==> src/rtl/extbus_pkg.sv <==
// Shared types and constants for the 65C02-style external bus responder.
package extbus_pkg;

    typedef enum logic [1:0] {
        ST_IDLE  = 2'd0,
        ST_WRITE = 2'd1,
        ST_READ  = 2'd2
    } extbus_state_e;

    localparam int EXTBUS_ADDR_W = 5;

    localparam logic [EXTBUS_ADDR_W-1:0] REG_ADDRX_L = 5'h00;
    localparam logic [EXTBUS_ADDR_W-1:0] REG_ADDRX_M = 5'h01;
    localparam logic [EXTBUS_ADDR_W-1:0] REG_ADDRX_H = 5'h02;
    localparam logic [EXTBUS_ADDR_W-1:0] REG_DATA0   = 5'h03;
    localparam logic [EXTBUS_ADDR_W-1:0] REG_DATA1   = 5'h04;
    localparam logic [EXTBUS_ADDR_W-1:0] REG_CTRL    = 5'h05;

    // A strobe only counts while the chip is selected.
    function automatic logic strobe_active(input logic cs_n, input logic strobe_n);
        return ~cs_n & ~strobe_n;
    endfunction

endpackage

==> src/rtl/extbus_sync.sv <==
// N-stage flop synchronizer for one asynchronous strobe; exposes the first
// stage (for data capture) and the last stage (for control decisions).
module extbus_sync #(
    parameter int STAGES = 2
) (
    input  logic clk,
    input  logic reset,
    input  logic d,
    output logic q_first,
    output logic q
);

    logic [STAGES-1:0] chain_r;

    // Shift the asynchronous level through the synchronizer chain.
    always_ff @(posedge clk) begin
        if (reset) begin
            chain_r <= {STAGES{1'b0}};
        end else begin
            chain_r <= {chain_r[STAGES-2:0], d};
        end
    end

    assign q_first = chain_r[0];
    assign q       = chain_r[STAGES-1];

endmodule

==> src/rtl/extbus_responder.sv <==
// External bus responder: synchronizes cs_n/rd_n/wr_n into clk25 and issues
// register write / read-complete pulses. Optional macro: EXTBUS_RD_DONE_EN.
module extbus_responder
    import extbus_pkg::*;
#(
    parameter int SYNC_STAGES = 2,
    parameter int ADDR_W      = EXTBUS_ADDR_W
) (
    input  logic              clk25,
    input  logic              reset,
    input  logic              extbus_cs_n,
    input  logic              extbus_rd_n,
    input  logic              extbus_wr_n,
    input  logic [ADDR_W-1:0] extbus_a,
    input  logic [7:0]        extbus_d_in,
    output logic [7:0]        extbus_d_out,
    output logic              extbus_d_oe,
    output logic [ADDR_W-1:0] reg_addr,
    output logic [7:0]        reg_wr_data,
    output logic              reg_wr_strobe,
    input  logic [7:0]        reg_rd_data,
    output logic              reg_rd_done,
    output logic              bus_busy
);

    localparam int CNT_W = $clog2(SYNC_STAGES + 1);
    localparam logic [CNT_W-1:0] SETTLE_MAX = CNT_W'(SYNC_STAGES);

    logic          wr_raw_s;
    logic          rd_raw_s;
    logic          wr_s1_s;
    logic          rd_s1_s;
    logic          wr_s;
    logic          rd_s;
    logic          settled_s;
    logic [CNT_W-1:0] settle_cnt_r;
    logic          wr_arm_r;
    logic          rd_arm_r;
    extbus_state_e state_r;

    assign wr_raw_s = strobe_active(extbus_cs_n, extbus_wr_n);
    assign rd_raw_s = strobe_active(extbus_cs_n, extbus_rd_n);

    // Pad driver enable comes straight from the pins so turnaround is not delayed.
    assign extbus_d_oe = rd_raw_s;

    extbus_sync #(.STAGES(SYNC_STAGES)) u_wr_sync (
        .clk     (clk25),
        .reset   (reset),
        .d       (wr_raw_s),
        .q_first (wr_s1_s),
        .q       (wr_s)
    );

    extbus_sync #(.STAGES(SYNC_STAGES)) u_rd_sync (
        .clk     (clk25),
        .reset   (reset),
        .d       (rd_raw_s),
        .q_first (rd_s1_s),
        .q       (rd_s)
    );

    // The chains hold reset zeros for SYNC_STAGES cycles; only then is wr_s/rd_s trustworthy.
    assign settled_s = (settle_cnt_r == SETTLE_MAX);

    // Address/data capture while the first sync stage reports an active strobe.
    always_ff @(posedge clk25) begin
        if (reset) begin
            reg_addr    <= {ADDR_W{1'b0}};
            reg_wr_data <= 8'h00;
        end else if (wr_s1_s) begin
            reg_addr    <= extbus_a;
            reg_wr_data <= extbus_d_in;
        end else if (rd_s1_s) begin
            reg_addr    <= extbus_a;
            reg_wr_data <= reg_wr_data;
        end else begin
            reg_addr    <= reg_addr;
            reg_wr_data <= reg_wr_data;
        end
    end

    // Access FSM with registered pulses, busy flag and read-data latch.
    always_ff @(posedge clk25) begin
        if (reset) begin
            state_r       <= ST_IDLE;
            settle_cnt_r  <= {CNT_W{1'b0}};
            wr_arm_r      <= 1'b0;
            rd_arm_r      <= 1'b0;
            reg_wr_strobe <= 1'b0;
            bus_busy      <= 1'b0;
            extbus_d_out  <= 8'h00;
        end else begin
            reg_wr_strobe <= 1'b0;
            if (!settled_s) begin
                settle_cnt_r <= settle_cnt_r + {{(CNT_W-1){1'b0}}, 1'b1};
            end else begin
                settle_cnt_r <= settle_cnt_r;
            end
            // A strobe must be seen idle before it may start an access.
            if (settled_s && !wr_s) begin
                wr_arm_r <= 1'b1;
            end
            if (settled_s && !rd_s) begin
                rd_arm_r <= 1'b1;
            end
            case (state_r)
                ST_IDLE: begin
                    if (wr_s && wr_arm_r) begin
                        state_r  <= ST_WRITE;
                        bus_busy <= 1'b1;
                        if (rd_s) begin
                            rd_arm_r <= 1'b0;
                        end
                    end else if (rd_s && rd_arm_r) begin
                        state_r      <= ST_READ;
                        bus_busy     <= 1'b1;
                        extbus_d_out <= reg_rd_data;
                    end else begin
                        bus_busy <= 1'b0;
                    end
                end
                ST_WRITE: begin
                    if (!wr_s) begin
                        reg_wr_strobe <= 1'b1;
                        state_r       <= ST_IDLE;
                        bus_busy      <= 1'b0;
                    end
                end
                ST_READ: begin
                    extbus_d_out <= reg_rd_data;
                    if (!rd_s) begin
                        state_r  <= ST_IDLE;
                        bus_busy <= 1'b0;
                    end
                end
                default: begin
                    state_r  <= ST_IDLE;
                    bus_busy <= 1'b0;
                end
            endcase
        end
    end

`ifdef EXTBUS_RD_DONE_EN
    // Read-complete pulse on the synchronized rd fall while reading.
    always_ff @(posedge clk25) begin
        if (reset) begin
            reg_rd_done <= 1'b0;
        end else begin
            reg_rd_done <= (state_r == ST_READ) && !rd_s;
        end
    end
`else
    assign reg_rd_done = 1'b0;
`endif

endmodule

==> config.mk <==
export PLATFORM = sky130hd
export DESIGN_NAME = extbus_responder
export DESIGN_NICKNAME = d
export VERILOG_FILES = /design/src/rtl/extbus_pkg.sv /design/src/rtl/extbus_sync.sv /design/src/rtl/extbus_responder.sv
export SDC_FILE = /design/constraint.sdc
export NUM_CORES = 1
export LEC_CHECK = 0
export BUFFER_PORTS_ARGS = -buffer_cell sky130_fd_sc_hd__buf_2
export CAP_MARGIN = 10
export CORE_ASPECT_RATIO = 1.4
export CORE_UTILIZATION = 30
export DETAILED_ROUTE_END_ITERATION = 8
export PLACE_DENSITY = 0.61
export SYNTH_ARGS = -nofsm -noshare
export SYNTH_HDL_FRONTEND = slang
export SYNTH_SLANG_ARGS = --single-unit
==> constraint.sdc <==
create_clock -name clk25 -period 1.2 [get_ports clk25]
set_clock_uncertainty 0.1 [all_clocks]
set_input_delay 0.18 -clock clk25 [delete_from_list [all_inputs] [get_ports clk25]]
set_output_delay 0.18 -clock clk25 [all_outputs]
set_load 0.05 [all_outputs]
-- Yosys cells after proc, flatten, opt, wreduce, memory -nomap -nowiden
Cells that the tools add are included.
- flip-flop bits (word level): 33
- latch bits: 0
- bits in writable memories: 0
- ROM bits: 0
- input port bits: 26
- output and inout port bits: 25
- word-level logic and storage cells: 59
- memories kept: 0
- add/sub/neg operators: 1
- $mul: 0
- div/mod/pow operators: 0
- $lt $le $gt $ge: 0
- eq/ne operators: 8
- shifts and indexed selects: 0
- mux-type cells: 20
- bitwise gates (word level): 6
- reductions and logical operators: 13
- operators with widths (kind ; number):
    $mux W8 ; 2
    $pmux W8 S2 ; 1
    $mux W5 ; 2
    $mux W1 ; 9
    $mux W2 ; 4
    $ne A2 B2 Y1 const B ; 4
    $pmux W2 S3 ; 1
    $reduce_and A3 Y1 ; 2
    $eq A2 B2 Y1 const B ; 2
    $logic_and A1 B1 Y1 ; 4
    $not A1 Y1 ; 4
    $reduce_bool A2 Y1 ; 2
    $ne A3 B3 Y1 const B ; 1
    $pmux W1 S3 ; 1
    $add A2 B1 Y2 const B ; 1
    $and A1 B1 Y1 ; 2
    $eq A2 B1 Y1 const B ; 1
    $logic_not A1 Y1 ; 2
    $logic_not A2 Y1 ; 1
    $reduce_and A2 Y1 ; 1
    $reduce_or A2 Y1 ; 1

-- Logic depth before layout (Yosys ltp)
Gate-level depths: netlist of run 1.
- word-level depth: 6
- mapped depth: 5
- gate-level depth less buffers: 5

-- By module
A second synthesis of run 1 with hierarchy kept.
- cells, all modules: 170
- area total of the unflattened synthesis: 1534.0 um^2
- by module, submodules not included (module ; times used ; cells each ; area an instance (um^2) ; seq. area each (um^2)):
    extbus_responder ; 1 ; 162 ; 1428.9 ; 580.6
    extbus_sync ; 2 ; 4 ; 52.6 ; 40.0

-- Worst setup path after synthesis of run 1
No wires, ideal clock.
- path type: register to register
- from: reg extbus_d_out[3] (netlist name)
- to: reg extbus_d_out[3]
- setup time: 62 ps
- arrival: 977 ps
- required time: 1038 ps
- slack: 60 ps
- stages on the path, launching flop included: 4
- path buffers: 0
- period minus slack after synthesis: 1140 ps
- cells stage by stage: dfxtp_1 -> nor3b_1 -> o21ai_0 -> nand3_1
- RTL lines (what ; RTL line ; source):
    end signal: assignment ; extbus_responder.sv:118 ; extbus_d_out <= reg_rd_data;
    end signal: assignment ; extbus_responder.sv:131 ; extbus_d_out <= reg_rd_data;
    end: declaration ; extbus_responder.sv:16 ; output logic [7:0] extbus_d_out,

-- Worst setup path after layout of run 1
- from: reg extbus_d_out[0]
- to: out extbus_d_out[0]
No word-level cell between the ends.

==> results of run 1 <==
-- path summary, 6_finish.rpt --
kind	from	endpoint	slack, ps	depth (start not counted)
max	extbus_d_out[0]$_SDFFE_PP0P_	extbus_d_out[0]	40	1
min	extbus_d_in[3]	reg_wr_data[3]$_SDFFE_PP0P_	30	3
max reg2reg	state_r[0]$_SDFFE_PP0P_	extbus_d_out[6]$_SDFFE_PP0P_	90	4
min reg2reg	reg_addr[0]$_SDFFE_PP0P_	reg_addr[0]$_SDFFE_PP0P_	350	2
-- power by group --
group	internal (W)	switching (W)	leakage (nW)	total (W)
registers	0.00118	0.0000585	0.269	0.00124
logic	0.000245	0.000329	0.584	0.000574
clock network	0.000455	0.000390	0.0443	0.000845
-- cell usage in the layout (no fill, tap or decap) --
cell type / count
nor4b_1: 1
a21boi_2: 1
inv_1: 3
o21ai_0: 10
buf_12: 3
nor3_1: 5
a21bo_2: 1
clkbuf_1: 1
nand2_1: 7
nand3_1: 16
clkbuf_8: 6
and3b_1: 8
o21ai_1: 3
ha_1: 1
dfxtp_1: 31
nand4b_1: 2
buf_4: 13
nor3b_1: 15
nor2_2: 1
nor3b_2: 1
conb_1: 1
a31oi_1: 9
dfxtp_2: 2
nand2b_1: 1
mux2i_1: 8
nor2b_1: 2
a21oi_1: 8
nor2_1: 16
clkbuf_4: 7
dlygate4sd3_1: 3
a211o_1: 1
xor2_1: 1
nor4_1: 1
buf_2: 40
-- metal layers --
layer  GRT usage [%]  part of all wire, %
met5               0                    0
met4           4.339                  1.3
met3           3.659                  4.1
met2           24.01                   51
met1           15.64                   43
-- state kept, by name, summed over array words and instances (netlist names) --
signal             cells
extbus_d_out           8
reg_wr_data            8
reg_addr               5
settle_cnt_r           2
state_r                2
u_rd_sync.chain_r      2
u_wr_sync.chain_r      2
bus_busy               1
rd_arm_r               1
reg_wr_strobe          1
wr_arm_r               1
-- through the flow --
stage | hold WS, ps | area (um^2)
2_1_floorplan | 151.1 | 1471
5_1_grt | 27.01 | 2019
3_5_place_dp | 241.1 | 1871
4_1_cts | 28.22 | 1992
3_3_place_gp | 238.4 | 1871
6_report | 32.92 | 2019
-- layout make-up --
type	count	area, um^2
Tap cell	62	77.57
Inverter	3	11.26
Timing Repair Buffer	66	440.4
Multi-Input combinational cell	120	740.7
Fill cell	460	2589
Clock buffer	7	86.33
Sequential cell	33	663.1
-- logic make-up (layout without fill, tap and decap cells) --
logic type,count (synthesis),in the layout
mux,8,8
buf+inv,15,76
xor+xnor,1,1
fa+ha+maj,1,1
other cells,1,1
simple gates,76,76
compound gates,33,33
flops,33,33
-- cell usage after synthesis, types with 2 or more instances --
cell type  count
nand2_1        7
nand3_1       16
nor3b_1       16
o21ai_0       13
buf_4          3
nor2b_1        2
dfxtp_1       33
a31oi_1        9
nand4b_1       2
nor2_1        17
nor3_1         5
mux2i_1        8
buf_2          7
a21oi_1        8
and3b_1        8
inv_1          3
-- what timing repair did --
| item | in CTS | in global routing |
|---|---|---|
| endpoints found under the hold margin | 2 | 0 |
| setup endpoints to repair | 2 | 16 |
| hold buffers | 3 | 0 |
| resized for setup | 2 | 14 |
==> metrics.md, run 1 <==
| Metric | Value |
|---|---|
| Outcome | finished clean |
| Compound-Gate Fraction of Synth Area | 13.01% |
| Worst EP required | 920 ps |
| Register area share after synthesis | between 40 and 50% |
| Vias | about 1,400 |
| Clock tree buffer depth | 2 |
| Mapped cell area | approximately 1500 um^2 |
| Vias in the first global route | 1,273 |
| DP HPWL | 2.394 mm |
| Slowest stage cell on the critical path | dfxtp_1 |
| Mapped Cells | 168 |
| CTS tree | built |
| Setup Viol. Count Final | 0 |
| Clk slew on worst S/H paths | 70 ps |
| Hold Fails Final Rpt | 0 |
| # clock sinks | 33 |
| Crit path cell chain | clkbuf_4 |
| H-tree levels | 2 |
| Drt drc | 0 |
| Yosys Warn Count | 0 |
| Initial DRC count | 69 |
| Crit start category | flip-flop |
| RSZ-0062 raised after global routing | yes |
| Post-synthesis mux area share | under 10% |
| Initial Util | roughly a third |
| Global route overflow | 0 |
| Adder-cell share of the synthesized area | less than 1% |
| Clk_lat worst skew | 280 ps |
| Mean Syn Cell Area | 8.758 um^2 |
| Crit path arrival time | 880 ps |
| Detailed Route WL | around 3.3 mm |
| Total CTS buffers | 5 |
| Final Wtd Congestion | a little over 0.7 |
| Top-area cell type share of the netlist area | 44.90% |
| Biggest area consumer among synthesized cells | dfxtp_1 |
| Syn Nets | 195 |
| Pre-CTS setup slack | 21.04 ps |
| Buf/Inv on CP | 1 |
| Min-Delay Path Class | in -> reg |
| Worst setup margin | around 37 ps |
| CP Capture Type | output pin |
| Area delta synth->final | 37.25% |
| Post-layout min period | 1163 ps |
| Slew Limit Fails | 0 |
| Core Footprint | 4608 um^2 |
| CP max stage delay | 360 ps |
| Largest family of logic cells by synthesized area | simple AND/OR/NAND/NOR gates |
| Leak | 0.8977 nW |
| Number of core rows | 29 |
| N_diodes | 0 |
| Die area | 5193 um^2 |
| Post-DRT Antenna Nets | 0 |
| Total power | 0.002660 W |
| Largest cells by area after synthesis | dfxtp_1 45%, nor3b_1 8.2%, mux2i_1 5.4% |
| WL/cell | 11.41 um |
| Xor-xnor portion of the synthesized cell area | 0.5952% |
| Number of synthesized register bits | 33 |
| VDD IR-drop max | 0.0007284 V |
| Number of port buffers | 49 |
| DR pass1 iterations | 4 |
| Finished Layout Cells | a little under 300 |
| Post-synth EDFFs | 0 |
| Share of cells above drive strength 1 | 32.75% |
| I/O Pins | 51 |
| Cells after DPL | 281 |
| CP max FO | 3 |
| Final core occ | 43.82% |
| Synth Area in Simple Gates | slightly below 30% |
| Worst Setup Path Type | reg -> out |
| DIE WIDTH | 61.19 um |
| Initial antenna violation count | 0 |
| Synth Flop Type | dfxtp_1 |
| Post-CTS setup buffer count | 0 |
| Die H | 84.87 um |
| Largest net degree at the start of global routing | 32 |
| Highest clock rate | ~860 MHz |
| FFs w/ async S/R, synth | 0% |
| Max-cap violations | 0 |
| Yosys cell types | 27 |
| Final worst path period share | just under 100% |
| CP top delay family | flip-flops |
| NumNets Final | 256 |
| Vias per cell | 4.711 |
| GRT Resource Usage Total | 13.74% |
| Setup TNS Final | 0 ps |
| Clk Tree Root Cell | clkbuf_8 |
| PD cells | 1317 nW/um^2 |
| First-pass GRT wire length | 5.478 mm |
Note: power is estimated with default switching activity, not from simulation.
==> run 2: changes to the inputs <==
Settings changed: CTS_BUF_LIST from default to sky130_fd_sc_hd__clkbuf_16.
==> metrics.md, run 2 (synthesized netlist as in run 1, its figures left out) <==
| Metric | Value |
|---|---|
| Outcome | finished clean (unchanged) |
| Post-layout min period | 1151 ps (was 1163 ps) |
| Post-DRT Antenna Nets | 0 (unchanged) |
| Total CTS buffers | 5 (unchanged) |
| Max-cap violations | 0 (unchanged) |
| Cells after DPL | 281 (unchanged) |
| Slew Limit Fails | 0 (unchanged) |
| RSZ-0062 raised after global routing | no (was yes) |
| Internal power | 0.002169 W (was 0.001882 W) |
| Clk Tree Root Cell | clkbuf_16 (was clkbuf_8) |
| # clock sinks | 33 (unchanged) |
| CP Capture Type | output pin (unchanged) |
| Hold slack | 39.75 ps (was 32.92 ps) |
| Vias in the first global route | 1,253 (was 1,273) |
| Top Registers | extbus_d_out x8, reg_wr_data x8, reg_addr x5 (unchanged) |
| NumNets Final | 256 (unchanged) |
| GRT Resource Usage Total | 13.74% (unchanged) |
| Crit start category | flip-flop (unchanged) |
| Most common cell after layout, fill and taps aside | buf_2 (unchanged) |
| Buf/Inv on CP | 1 (unchanged) |
| Setup TNS Final | 0 ps (unchanged) |
| Number of core rows | 29 (unchanged) |
| Leak | 0.9243 nW (was 0.8977 nW) |
| Most frequent cells in the layout | 45 x buf_2, 31 x dfxtp_1, 16 x nor2_1, 16 x nand3_1, 15 x nor3b_1 (was 40 x buf_2, 31 x dfxtp_1, 16 x nor2_1, 16 x nand3_1, 15 x nor3b_1) |
| Clock tree buffer depth | 2 (unchanged) |
| Share of cells above drive strength 1 | 32.31% (was 32.75%) |
| Worst Setup Path Type | reg -> out (unchanged) |
| DIE WIDTH | 61.19 um (unchanged) |
| PD cells | 1455 nW/um^2 (was 1317 nW/um^2) |
| Die H | 84.87 um (unchanged) |
| Total power | 0.002988 W (was 0.002660 W) |
| Gate power share | 19.2% (was 21.6%) |
| Drt drc | 0 (unchanged) |
| DR pass1 iterations | 4 (unchanged) |
| Detailed Route WL | 3.332 mm (was 3.320 mm) |
| First-pass GRT wire length | 5.416 mm (was 5.478 mm) |
| H-tree levels | 2 (unchanged) |
| Clk pwr share | 39.2% (was 31.8%) |
| Die area | 5193 um^2 (unchanged) |
| Sw power | 0.0008193 W (was 0.0007773 W) |
| CP max stage delay | 350 ps (was 360 ps) |
| Crit path arrival time | 870 ps (was 880 ps) |
| DP HPWL | 2.394 mm (unchanged) |
| CTS tree | built (unchanged) |
| Setup Viol. Count Final | 0 (unchanged) |
| Largest net degree at the start of global routing | 32 (unchanged) |
| Hold Fails Final Rpt | 0 (unchanged) |
| Post-CTS setup buffer count | 0 (unchanged) |
| Finished Layout Cells | 291 (unchanged) |
| Clk_lat worst skew | 270 ps (was 280 ps) |
| Final worst path period share | 95.94% (was 96.91%) |
| Core Footprint | 4608 um^2 (unchanged) |
| Initial antenna violation count | 0 (unchanged) |
| Number of port buffers | 49 (unchanged) |
| I/O Pins | 51 (unchanged) |
| Clk slew on worst S/H paths | 50 ps (was 70 ps) |
| CP max FO | 3 (unchanged) |
| Vias | 1,378 (was 1,371) |
| Switching Fraction | 27.42% (was 29.22%) |
| WL/cell | 11.45 um (was 11.41 um) |
| Vias per cell | 4.735 (was 4.711) |
| Worst EP required | 920 ps (about the same) |
| Area delta synth->final | 39.54% (was 37.25%) |
| N_diodes | 0 (unchanged) |
| Initial Util | 31.93% (unchanged) |
| Multi-input logic area | 740.7 um^2 (unchanged) |
| Crit path cell chain | clkbuf_4 (unchanged) |
| CP top delay family | flip-flops (unchanged) |
| Min-Delay Path Class | in -> reg (unchanged) |
| Register area | 663.1 um^2 (unchanged) |
| # fillers | 457 (was 460) |
| Final core occ | 44.56% (was 43.82%) |
| Seq pwr share | 41.6% (was 46.7%) |
| VDD IR-drop max | 0.0008389 V (was 0.0007284 V) |
| Final Wtd Congestion | 0.7066 (unchanged) |
| Global route overflow | 0 (unchanged) |
| Slowest stage cell on the critical path | dfxtp_1 (unchanged) |
| Initial DRC count | 82 (was 69) |
| Highest clock rate | 868.6 MHz (was 859.9 MHz) |
[run 2: power by group through the flow]
| stage | combinational (W) | clock, W | sequential, W |
|---|---|---|---|
| floorplan | 0.000293 | 0 | 0.00133 |
| global placement | 0.000561 | 0 | 0.00126 |
| detailed placement | 0.000567 | 0 | 0.00126 |
| CTS | 0.000575 | 0.00121 | 0.00124 |
| global route | 0.000631 | 0.00125 | 0.00126 |
| finish | 0.000574 | 0.00117 | 0.00124 |
[run 2: routing by layer]
metal  up-vias  part of all wire [%]  track usage (%)
li1        712                     -                -
met5         -                     0                0
met3         6                   4.4            3.201
met1       614                    43            15.26
met4         0                   1.7            5.579
met2        46                    51            24.11
[run 2: through the flow]
step                      setup WS (ps)  instance area [um^2]
after floorplan                   60.43                  1471
after global placement            39.52                  1871
after detailed placement          21.04                  1871
after CTS                         7.794                  2033
after global routing              2.366                  2053
final                             48.69                  2053
[run 2: repair_timing]
item | CTS | global route
hold endpoints to repair | 2 | 0
resized for setup | 0 | 11
hold buffers | 3 | 0
setup endpoints to repair | 0 | 13
[run 2: final cells by class]
cell class | instances | area share (%)
clock buffer | 5 | 6.094
clock inverter | 2 | 0.3656
sequential | 33 | 32.30
multi-input combinational | 120 | 36.08
inverter | 3 | 0.5484
tap | 62 | 3.778
timing repair buffer | 66 | 20.84
[run 2: worst paths after layout]
| path | startpoint | endpoint | slack [ps] | cells past startpoint |
|---|---|---|---|---|
| setup / recovery | bus_busy$_SDFFE_PP0P_ | bus_busy | 50 | 1 |
| hold / removal | extbus_d_in[3] | reg_wr_data[3]$_SDFFE_PP0P_ | 40 | 3 |
| setup reg to reg | state_r[0]$_SDFFE_PP0P_ | extbus_d_out[6]$_SDFFE_PP0P_ | 90 | 4 |
| hold reg to reg | reg_addr[1]$_SDFFE_PP0P_ | reg_addr[1]$_SDFFE_PP0P_ | 350 | 2 |
